`src/rtl/lif_pkg.sv`:
```
// rtl/lif_pkg.sv - shared FSM state type, membrane width and saturating-add helpers for lif_sched.
package lif_pkg;

    typedef enum logic [1:0] {
        ST_IDLE   = 2'd0,
        ST_ACCUM  = 2'd1,
        ST_UPDATE = 2'd2,
        ST_DONE   = 2'd3
    } lif_state_t;

    // Room for W_NUM full-scale weights plus headroom for the retained potential.
    function automatic int mem_width(input int w_wid, input int w_num);
        return w_wid + $clog2(w_num) + 2;
    endfunction

    function automatic logic [31:0] sat_add(input logic [31:0] a, input logic [31:0] b,
                                            input int unsigned w);
        logic [32:0] sum;
        logic [32:0] lim;
        sum = {1'b0, a} + {1'b0, b};
        lim = (33'd1 << w) - 33'd1;
        return (sum > lim) ? lim[31:0] : sum[31:0];
    endfunction

endpackage

```
`src/rtl/lif_upd.sv`:
```
// rtl/lif_upd.sv - combinational leak/integrate/threshold step for one neuron.
module lif_upd
    import lif_pkg::*;
#(
    parameter int W_WID = 8,
    parameter int W_NUM = 4,
    parameter int TAU   = 3,
    parameter int VTH   = 50,
    parameter int VRES  = 0,
    parameter int MW    = mem_width(W_WID, W_NUM)
) (
    input  logic [MW-1:0] v,
    input  logic [MW-1:0] acc,
    output logic [MW-1:0] v_next,
    output logic          spk
);

    logic [MW-1:0] leaked;
    logic [31:0]   sum;

    // v - (v >> TAU) never underflows, so only the add needs saturation.
    always_comb begin
        leaked = v - (v >> TAU);
        sum    = sat_add(32'(leaked), 32'(acc), MW);
        spk    = (sum >= 32'(VTH));
        v_next = spk ? MW'(VRES) : sum[MW-1:0];
    end

endmodule

```
`src/rtl/lif_sched.sv`:
```
// rtl/lif_sched.sv - time-multiplexed LIF neuron scheduler; define LIF_SCHED_REFRACT_EN for refractory counters.
module lif_sched
    import lif_pkg::*;
#(
    parameter  int W_WID = 8,
    parameter  int W_NUM = 4,
    parameter  int N_NEU = 2,
    parameter  int TAU   = 3,
    parameter  int VTH   = 50,
    parameter  int VRES  = 0,
    localparam int NW    = N_NEU * W_NUM,
    localparam int AW    = (NW > 1) ? $clog2(NW) : 1
) (
    input  logic             clk,
    input  logic             rst_n,
    input  logic             in_valid,
    output logic             in_ready,
    input  logic [W_NUM-1:0] in_spk,
    output logic             out_valid,
    input  logic             out_ready,
    output logic [N_NEU-1:0] out_spk,
    input  logic             cfg_we,
    input  logic [AW-1:0]    cfg_addr,
    input  logic [W_WID-1:0] cfg_wdata,
    output logic             busy
);

    localparam int MW = mem_width(W_WID, W_NUM);
    localparam int IW = (W_NUM > 1) ? $clog2(W_NUM) : 1;
    localparam int JW = (N_NEU > 1) ? $clog2(N_NEU) : 1;

    lif_state_t       state_q, state_d;
    logic [W_NUM-1:0] spk_q;
    logic [MW-1:0]    acc_q;
    logic [IW-1:0]    i_q;
    logic [JW-1:0]    j_q;
    logic [N_NEU-1:0] out_spk_q;
    logic [MW-1:0]    v_q [N_NEU];
    logic [W_WID-1:0] w_q [NW];
`ifdef LIF_SCHED_REFRACT_EN
    logic [1:0]       rcnt_q [N_NEU];
`endif

    logic             i_last, j_last;
    logic [AW-1:0]    widx;
    logic [MW-1:0]    acc_add;
    logic [MW-1:0]    upd_v;
    logic             upd_spk;

    assign i_last  = (i_q == IW'(W_NUM - 1));
    assign j_last  = (j_q == JW'(N_NEU - 1));
    assign widx    = AW'(int'(j_q) * W_NUM + int'(i_q));
    assign acc_add = acc_q + (spk_q[i_q] ? MW'(w_q[widx]) : '0);

    assign in_ready  = (state_q == ST_IDLE);
    assign busy      = (state_q != ST_IDLE);
    assign out_valid = (state_q == ST_DONE);
    assign out_spk   = out_spk_q;

    lif_upd #(
        .W_WID (W_WID),
        .W_NUM (W_NUM),
        .TAU   (TAU),
        .VTH   (VTH),
        .VRES  (VRES),
        .MW    (MW)
    ) u_upd (
        .v      (v_q[j_q]),
        .acc    (acc_q),
        .v_next (upd_v),
        .spk    (upd_spk)
    );

    always_ff @(posedge clk or negedge rst_n) begin
        if (!rst_n) state_q <= ST_IDLE;
        else        state_q <= state_d;
    end

    always_comb begin
        state_d = state_q;
        unique case (state_q)
            ST_IDLE:   if (in_valid) state_d = ST_ACCUM;
            ST_ACCUM:  if (i_last) state_d = ST_UPDATE;
            ST_UPDATE: state_d = j_last ? ST_DONE : ST_ACCUM;
            ST_DONE:   if (out_ready) state_d = ST_IDLE;
            default:   state_d = ST_IDLE;
        endcase
    end

    // Weights are only writable while idle, so a timestep always sees one consistent set.
    always_ff @(posedge clk or negedge rst_n) begin
        if (!rst_n) begin
            for (int k = 0; k < NW; k++) w_q[k] <= '0;
        end else if (state_q == ST_IDLE && cfg_we && int'(cfg_addr) < NW) begin
            w_q[cfg_addr] <= cfg_wdata;
        end
    end

    always_ff @(posedge clk or negedge rst_n) begin
        if (!rst_n) begin
            spk_q     <= '0;
            acc_q     <= '0;
            i_q       <= '0;
            j_q       <= '0;
            out_spk_q <= '0;
            for (int k = 0; k < N_NEU; k++) v_q[k] <= '0;
`ifdef LIF_SCHED_REFRACT_EN
            for (int k = 0; k < N_NEU; k++) rcnt_q[k] <= '0;
`endif
        end else begin
            unique case (state_q)
                ST_IDLE: if (in_valid) begin
                    spk_q     <= in_spk;
                    acc_q     <= '0;
                    i_q       <= '0;
                    j_q       <= '0;
                    out_spk_q <= '0;
                end
                ST_ACCUM: begin
                    acc_q <= acc_add;
                    i_q   <= i_last ? '0 : i_q + IW'(1);
                end
                ST_UPDATE: begin
`ifdef LIF_SCHED_REFRACT_EN
                    if (rcnt_q[j_q] != 2'd0) begin
                        rcnt_q[j_q]    <= rcnt_q[j_q] - 2'd1;
                        v_q[j_q]       <= MW'(VRES);
                        out_spk_q[j_q] <= 1'b0;
                    end else begin
                        v_q[j_q]       <= upd_v;
                        out_spk_q[j_q] <= upd_spk;
                        if (upd_spk) rcnt_q[j_q] <= 2'd2;
                    end
`else
                    v_q[j_q]       <= upd_v;
                    out_spk_q[j_q] <= upd_spk;
`endif
                    if (!j_last) begin
                        j_q   <= j_q + JW'(1);
                        i_q   <= '0;
                        acc_q <= '0;
                    end
                end
                default: ;
            endcase
        end
    end

endmodule

```
`config.mk`:
```
export PLATFORM = sky130hd
export DESIGN_NAME = lif_sched
export DESIGN_NICKNAME = d
export VERILOG_FILES = /design/src/rtl/lif_pkg.sv /design/src/rtl/lif_upd.sv /design/src/rtl/lif_sched.sv
export SDC_FILE = /design/constraint.sdc
export NUM_CORES = 1
export LEC_CHECK = 0
export ABC_AREA = 1
export BUFFER_PORTS_ARGS = -buffer_cell sky130_fd_sc_hd__buf_2
export CAP_MARGIN = 25
export CORE_MARGIN = 5
export CORE_UTILIZATION = 54
export CTS_CLUSTER_SIZE = 20
export DETAILED_ROUTE_END_ITERATION = 7
export HOLD_SLACK_MARGIN = 0.03
export PLACE_DENSITY = 0.71
export SLEW_MARGIN = 20
export SYNTH_ARGS = -nofsm -noshare
export SYNTH_HDL_FRONTEND = slang
export SYNTH_SLANG_ARGS = --single-unit
```
`constraint.sdc`:
```
create_clock -name clk -period 4.5 [get_ports clk]
set_input_delay 0.45 -clock clk [delete_from_list [all_inputs] [get_ports clk]]
set_output_delay 0.45 -clock clk [all_outputs]
set_load 0.05 [all_outputs]
```
* Word level (Yosys, flattened, before mapping) *
Cells that the tools add are included.

word-level totals
  register bits after elaboration = 111
  input port bits = 20
  output and inout bits = 5

operators by class
  $add $sub $neg = 6
  magnitude comparators = 10
  equality and inequality tests = 8
  multiplexer cells = 36
  bitwise logic cells = 3
  reduce and logical (&&, ||, !) cells = 12

operator list
  cell                                                              count
  two-way mux 12 bit                                                7
  bitwise mux 64 bit                                                1
  one-hot mux 12 bit (3 select lines)                               1
  greater-than comparator 33 x 12 -> 1 bit (second input constant)  1
  >= comparator 32 x 6 -> 1 bit (second input constant)             1
  two-way mux 32 bit                                                1
  two-way mux 8 bit                                                 4
  binary-select mux 8 bit (select 3 bit)                            1
  bitwise mux 24 bit                                                1
  demux 8 bit (select 3 bit)                                        1
  two-way mux 2 bit                                                 7
  adder 12 x 12 -> 13 bit                                           1
  adder 12 x 8 -> 12 bit                                            1
  demux 12 bit (select 1 bit)                                       1
  subtractor 12 x 9 -> 12 bit                                       1
  >= comparator 4 bit (second input constant)                       2
  inverter 3 -> 4 bit                                               2
  one-hot mux 2 bit (4 select lines)                                1
  == test 2 bit (second input constant)                             3
  inequality test 2 bit (second input constant)                     3
  one-hot mux 2 bit (3 select lines)                                1
  AND reduction 3 bit                                               2
  logical AND 1 bit                                                 4
  less-than comparator 4 x 1 -> 1 bit (second input constant)       1
  other kinds (21)                                                  26

* Logic depth before layout (Yosys ltp) *
  depth after elaboration = 11
  gate-level depth with buffers = 26
  depth with buffers taken out = 25

* Hierarchy *
Synthesis repeated with hierarchy kept, for this count alone.

second synthesis, totals
  cell total of the unflattened synthesis = 893
  area, all modules = 6663.9 um2

modules (own cells, without submodules)
  module     instances  cells an instance  area an instance (um2)  seq. area each (um2)
  lif_sched  1          669                5321.4                  2777.7
  lif_upd    1          224                1342.5                  0.0

* Worst setup path after synthesis *
Ideal clock, no wire load.

  kind = flip-flop to flip-flop
  start = register j_q (netlist: j_last)
  end = register v_q[15] (netlist bit)
  arrival = 3760 ps
  required time = 4434 ps
  path slack = 674 ps
  cell stages (with the launch flop) = 24
  clock period less this slack = 3826 ps
  cells stage by stage = dfrtp_1 inv_1 clkbuf_1 clkbuf_1 nand2_1 nand2_1 ha_1 fa_1 o21ai_0 nand2_1 o311ai_0 nand2_1 nand2_1 xor2_1 ha_1 nand2_1 inv_1 a21boi_0 a21boi_4 nand2_2 nor2_4 buf_6 nand4_1 nand2_1

on the way
  word-level cells in the longest chain between the ends = 11
  elaborated cells on any way between the ends = 16
  classes of those cells = add/sub (2); order compare (4); mux (8); bitwise (1); reduce/logical (1)

ends and longest elaborated chain
  item                                                    line                               RTL
  start, declared                                         lif_sched.sv:36                    logic [JW-1:0] j_q;
  start signal, assigned                                  lif_sched.sv:139                   j_q <= j_q + JW'(1);
  inverter 1 -> 2 bit (not written as such) (*)           lif_sched.sv:68, lif_sched.sv:135
  two-way mux 12 bit (not written as such) (3 in series)  lif_sched.sv:68                    .v (v_q[j_q]),
  subtractor 12 x 9 -> 12 bit                             lif_upd.sv:23                      leaked = v - (v >> TAU);
  adder 12 x 12 -> 13 bit                                 lif_pkg.sv:20                      sum = {1'b0, a} + {1'b0, b};
  greater-than comparator 33 x 12 -> 1 bit                lif_pkg.sv:22                      return (sum > lim) ? lim[31:0] : sum[31:0];
  two-way mux 32 bit                                      lif_pkg.sv:22
  >= comparator 32 x 6 -> 1 bit                           lif_upd.sv:25                      spk = (sum >= 32'(VTH));
  two-way mux 12 bit                                      lif_upd.sv:26                      v_next = spk ? MW'(VRES) : sum[MW-1:0];
  bitwise mux 24 bit (*)                                  lif_sched.sv:135                   v_q[j_q] <= upd_v;
  end signal, assigned by index                           lif_sched.sv:135
  end, declared                                           lif_sched.sv:38                    logic [MW-1:0] v_q [N_NEU];

Mark *: on every way between the ends. The rest lies on a longest branch, timed or not. The select of a mux whose other input is x is not followed.
A chain may end at the register's enable or synchronous reset.

* Final worst setup path *
  start = register j_q (netlist: j_last)
  end = register out_spk_q[1] (netlist: out_spk[1])

on the way
  word-level cells in the longest chain between the ends = 11
  elaborated cells on any way between the ends = 16
  classes of those cells = add/sub (2); order compare (4); mux (8); bitwise (1); reduce/logical (1)

ends and longest elaborated chain
  item                                                    line              RTL
  inverter 1 -> 2 bit (not written as such)               lif_sched.sv:68
  two-way mux 12 bit (not written as such) (3 in series)  lif_sched.sv:68
  subtractor 12 x 9 -> 12 bit                             lif_upd.sv:23
  adder 12 x 12 -> 13 bit                                 lif_pkg.sv:20
  greater-than comparator 33 x 12 -> 1 bit                lif_pkg.sv:22
  two-way mux 32 bit                                      lif_pkg.sv:22
  >= comparator 32 x 6 -> 1 bit                           lif_upd.sv:25
  bitwise mux 2 bit (*)                                   lif_sched.sv:136  out_spk_q[j_q] <= upd_spk;
  one-hot mux 2 bit (2 select lines) (*)                  lif_sched.sv:111  unique case (state_q)
  end signal, assigned by index                           lif_sched.sv:136
  end, declared                                           lif_sched.sv:37   logic [N_NEU-1:0] out_spk_q;

Marks and branches as above.

==> summary.md <==
| Metric | Value |
|---|---|
| Cell with the most instances after synthesis | `nand2_1` |
| Area delta synth->final | `9.00%` |
| DIE AREA | `about 0.015 sq mm` |
| Least-Margin Pin Slew | `approximately 0.66 ns` |
| I/O pins | `25` |
| Mapped Nets | `approximately 900` |
| Root buffer cell | `clkbuf_16` |
| Max Cap Viol | `0` |
| Worst r2r path cells | `22` |
| Top FF cell, synth | `dfrtp_1` |
| Post-synthesis sequential area ratio | `0.422` |
| Largest area contributor in the netlist | `dfrtp_1` |
| Critical Path Sink Type | `flip-flop` |
| Fillers | `1,057` |
| End of the worst register-to-register path | `out_spk[1]` |
| Starting Density | `0.551` |
| Vias per inst | `roughly 5.6` |
| Final worst-path cycle share | `0.894` |
| Dominant cells by area after synthesis | `dfrtp_1, nand2_1, o21ai_0` |
| Synthesized area | `0.00659 sq mm` |
| Antenna violations before repair | `0` |
| CTS tree | `yes` |
| R2r setup slk | `0.48 ns` |
| Rel. slew slack | `0.558` |
| # setup viols final | `0` |
| Cell count after synthesis | `~850` |
| Skew-Pair Late Insertion Delay | `about 0.35 ns` |
| Synthesized flop and latch total | `111` |
| DRC errors left | `0` |
| Maximum clock rate | `248 MHz` |
| Post-synth top area share | `0.422` |
| Antenna Cells | `0` |
| Post-CTS Setup Bufs | `0` |
| Clock transition at path regs | `~0.070 ns` |
| Die H | `120 um` |
| IO buf count | `24` |
| R2R Path Start | `j_last` |
| HP Class | `primary input to flip-flop` |
| ANT nets after route | `0` |
| Total track usage | `0.234` |
| Startpoint Class | `flip-flop` |
| Most frequent cells after synthesis | `nand2_1, dfrtp_1, o21ai_0, inv_1, nor2_1` |
| Largest fanout on the critical path | `18` |
| Crit path time final | `between 4 and 5 ns` |
| Total wire length | `roughly 16 mm` |
| Std-Cell Core Area | `approximately 0.012 sq mm` |
| Die W | `roughly 120 um` |
| Final Hold Viols | `0` |
| Largest net degree at the start of global routing | `77` |
| Hpwl dp | `between 10 and 15 mm` |
| Clock skew | `0.00566 ns` |
| Kind of critical path | `flip-flop to flip-flop` |
| Worst path arrival time | `around 4.3 ns` |
| Yosys warns | `0` |
| Core Rows | `40` |
| Asr flop ratio synth | `1.00` |
| WP data required | `4.74 ns` |
| Routability congestion estimate from global placement | `around 0.91` |
| Unrepaired setup endpoints after global routing | `no` |
| WL/cell | `around 16 um` |
| CTS max path bufs | `2` |
| Share of cells above drive strength 1 | `0.107` |
| Hold-critical path depth | `3` |
| Mean post-synth cell area | `~7.8 sq um` |
| Final Max Tran Viols | `0` |
| Vias | `5,653` |
| Hold wc startpoint | `in_spk[0]` |
| H-tree levels | `3` |
| Total CTS buffers | `9` |
| Total gr overflow | `0` |
| Worst Hold End | `spk_q[0]` |
| Global-route wire length before repair | `~27 mm` |
| Post-synth EDFFs | `0` |
| Accumulated negative setup slack | `0 ns` |
| Clock sink total | `111` |
| Final net count | `921` |
| Vias in the first global route | `around 5,600` |
| Iter 0 DRT Violations | `407` |
| Detailed Routing Iterations Pass 1 | `5` |
| Status | `finished clean` |
| Netlist cell types | `between 40 and 50` |
per-layer routing:
| metal | wire length [um] | track usage | share of wire | vias up |
|---|---|---|---|---|
| met5 | 0 | 0 | 0 | - |
| met1 | 7410 | 0.313 | 0.45 | 2691 |
| met3 | 613 | 0.0323 | 0.038 | 29 |
| met2 | 7920 | 0.391 | 0.49 | 129 |
| li1 | - | - | - | 2804 |
| met4 | 358 | 0.0814 | 0.022 | 0 |
critical path: stages, from the launching register on:
cell and delay [ns]:
dfrtp_1 0.38, inv_1 0.22, buf_4 0.27, or2_2 0.13, o21ai_0 0.13, ha_1 0.43, nand2_1 0.11, nor3_1 0.17
nand2_1 0.07, o211ai_1 0.16, nand2_1 0.09, o21ai_1 0.15, xor2_1 0.17, ha_1 0.30, inv_2 0.08, o21bai_1 0.08
a21boi_0 0.17, a21boi_4 0.28, nand2_2 0.12, nor2_4 0.18, nand2_1 0.09, nand2_1 0.07, nand2_1 0.05
logic make-up (layout without fill, tap and decap cells):
kind of cell,Yosys count,after routing,share of synthesized area
buffers and inverters,136,157,0.0822
AO/OA/AOI/OAI,193,193,0.160
multiplexers,2,2,0.00304
adder cells (fa/ha/maj),35,35,0.0699
flip-flops,111,111,0.422
AND/OR/NAND/NOR,357,358,0.243
XOR/XNOR,15,15,0.0199
worst max-delay path by stage:
stage	startpoint	endpoint	slack, ns	cells after the start
final	j_last	out_spk[1]	0.48	22
after global placement	j_last	out_spk[1]	0.48	24
after global routing	j_last	out_spk[0]	0.03	22
after floorplan	j_last	v_q[15]	0.67	23
after CTS	j_last	out_spk[1]	0.41	24
after detailed placement	j_last	out_spk[1]	0.41	24
cell type report:
type	instances	area, sq um	area share
Timing Repair Buffer	32	205	0.0286
Clock buffer	11	243	0.0338
Multi-Input combinational cell	603	3270	0.456
Sequential cell	111	2780	0.387
Clock inverter	5	87.6	0.0122
Tap cell	147	184	0.0256
Inverter	109	409	0.0570
sequential cells by signal, summed over array words and instances (netlist names):
signal / flops
w_q: 64
v_q: 24
acc_q: 12
spk_q: 4
i_q: 2
out_spk: 2
state_q: 2
j_last: 1
through the flow:
step                instance area, sq um  cells  utilization  hold slack, ns  setup WS (ns)
detailed placement                  6810    999        0.569           0.451          0.406
floorplan                           6590    849            -           0.154          0.674
global placement                    6810    999        0.569           0.452          0.478
CTS                                 7140   1015        0.597           0.286          0.407
global route                        7180   1018        0.600           0.308         0.0253
finish                              7180   1018        0.600           0.297          0.475
repair_timing:
| item | CTS | global route |
|---|---|---|
| endpoints found under the setup margin | 0 | 10 |
| endpoints found under the hold margin | 0 | 20 |
| resized for setup | 0 | 1 |
| hold buffers | 0 | 1 |
placed cells by master, fill, tap and decap left out, types with 11 or more instances in the layout:
cell type,instances
inv_1,100
a21oi_1,31
nand4_1,16
o21ai_0,102
xor2_1,12
nor2_1,52
ha_1,32
nand3_1,21
buf_2,23
o21ai_1,28
o211ai_1,11
nand2_1,229
dfrtp_1,111
Power is not shown: default switching activity piles up to over one toggle a cycle in this logic, so the estimate is an artifact.
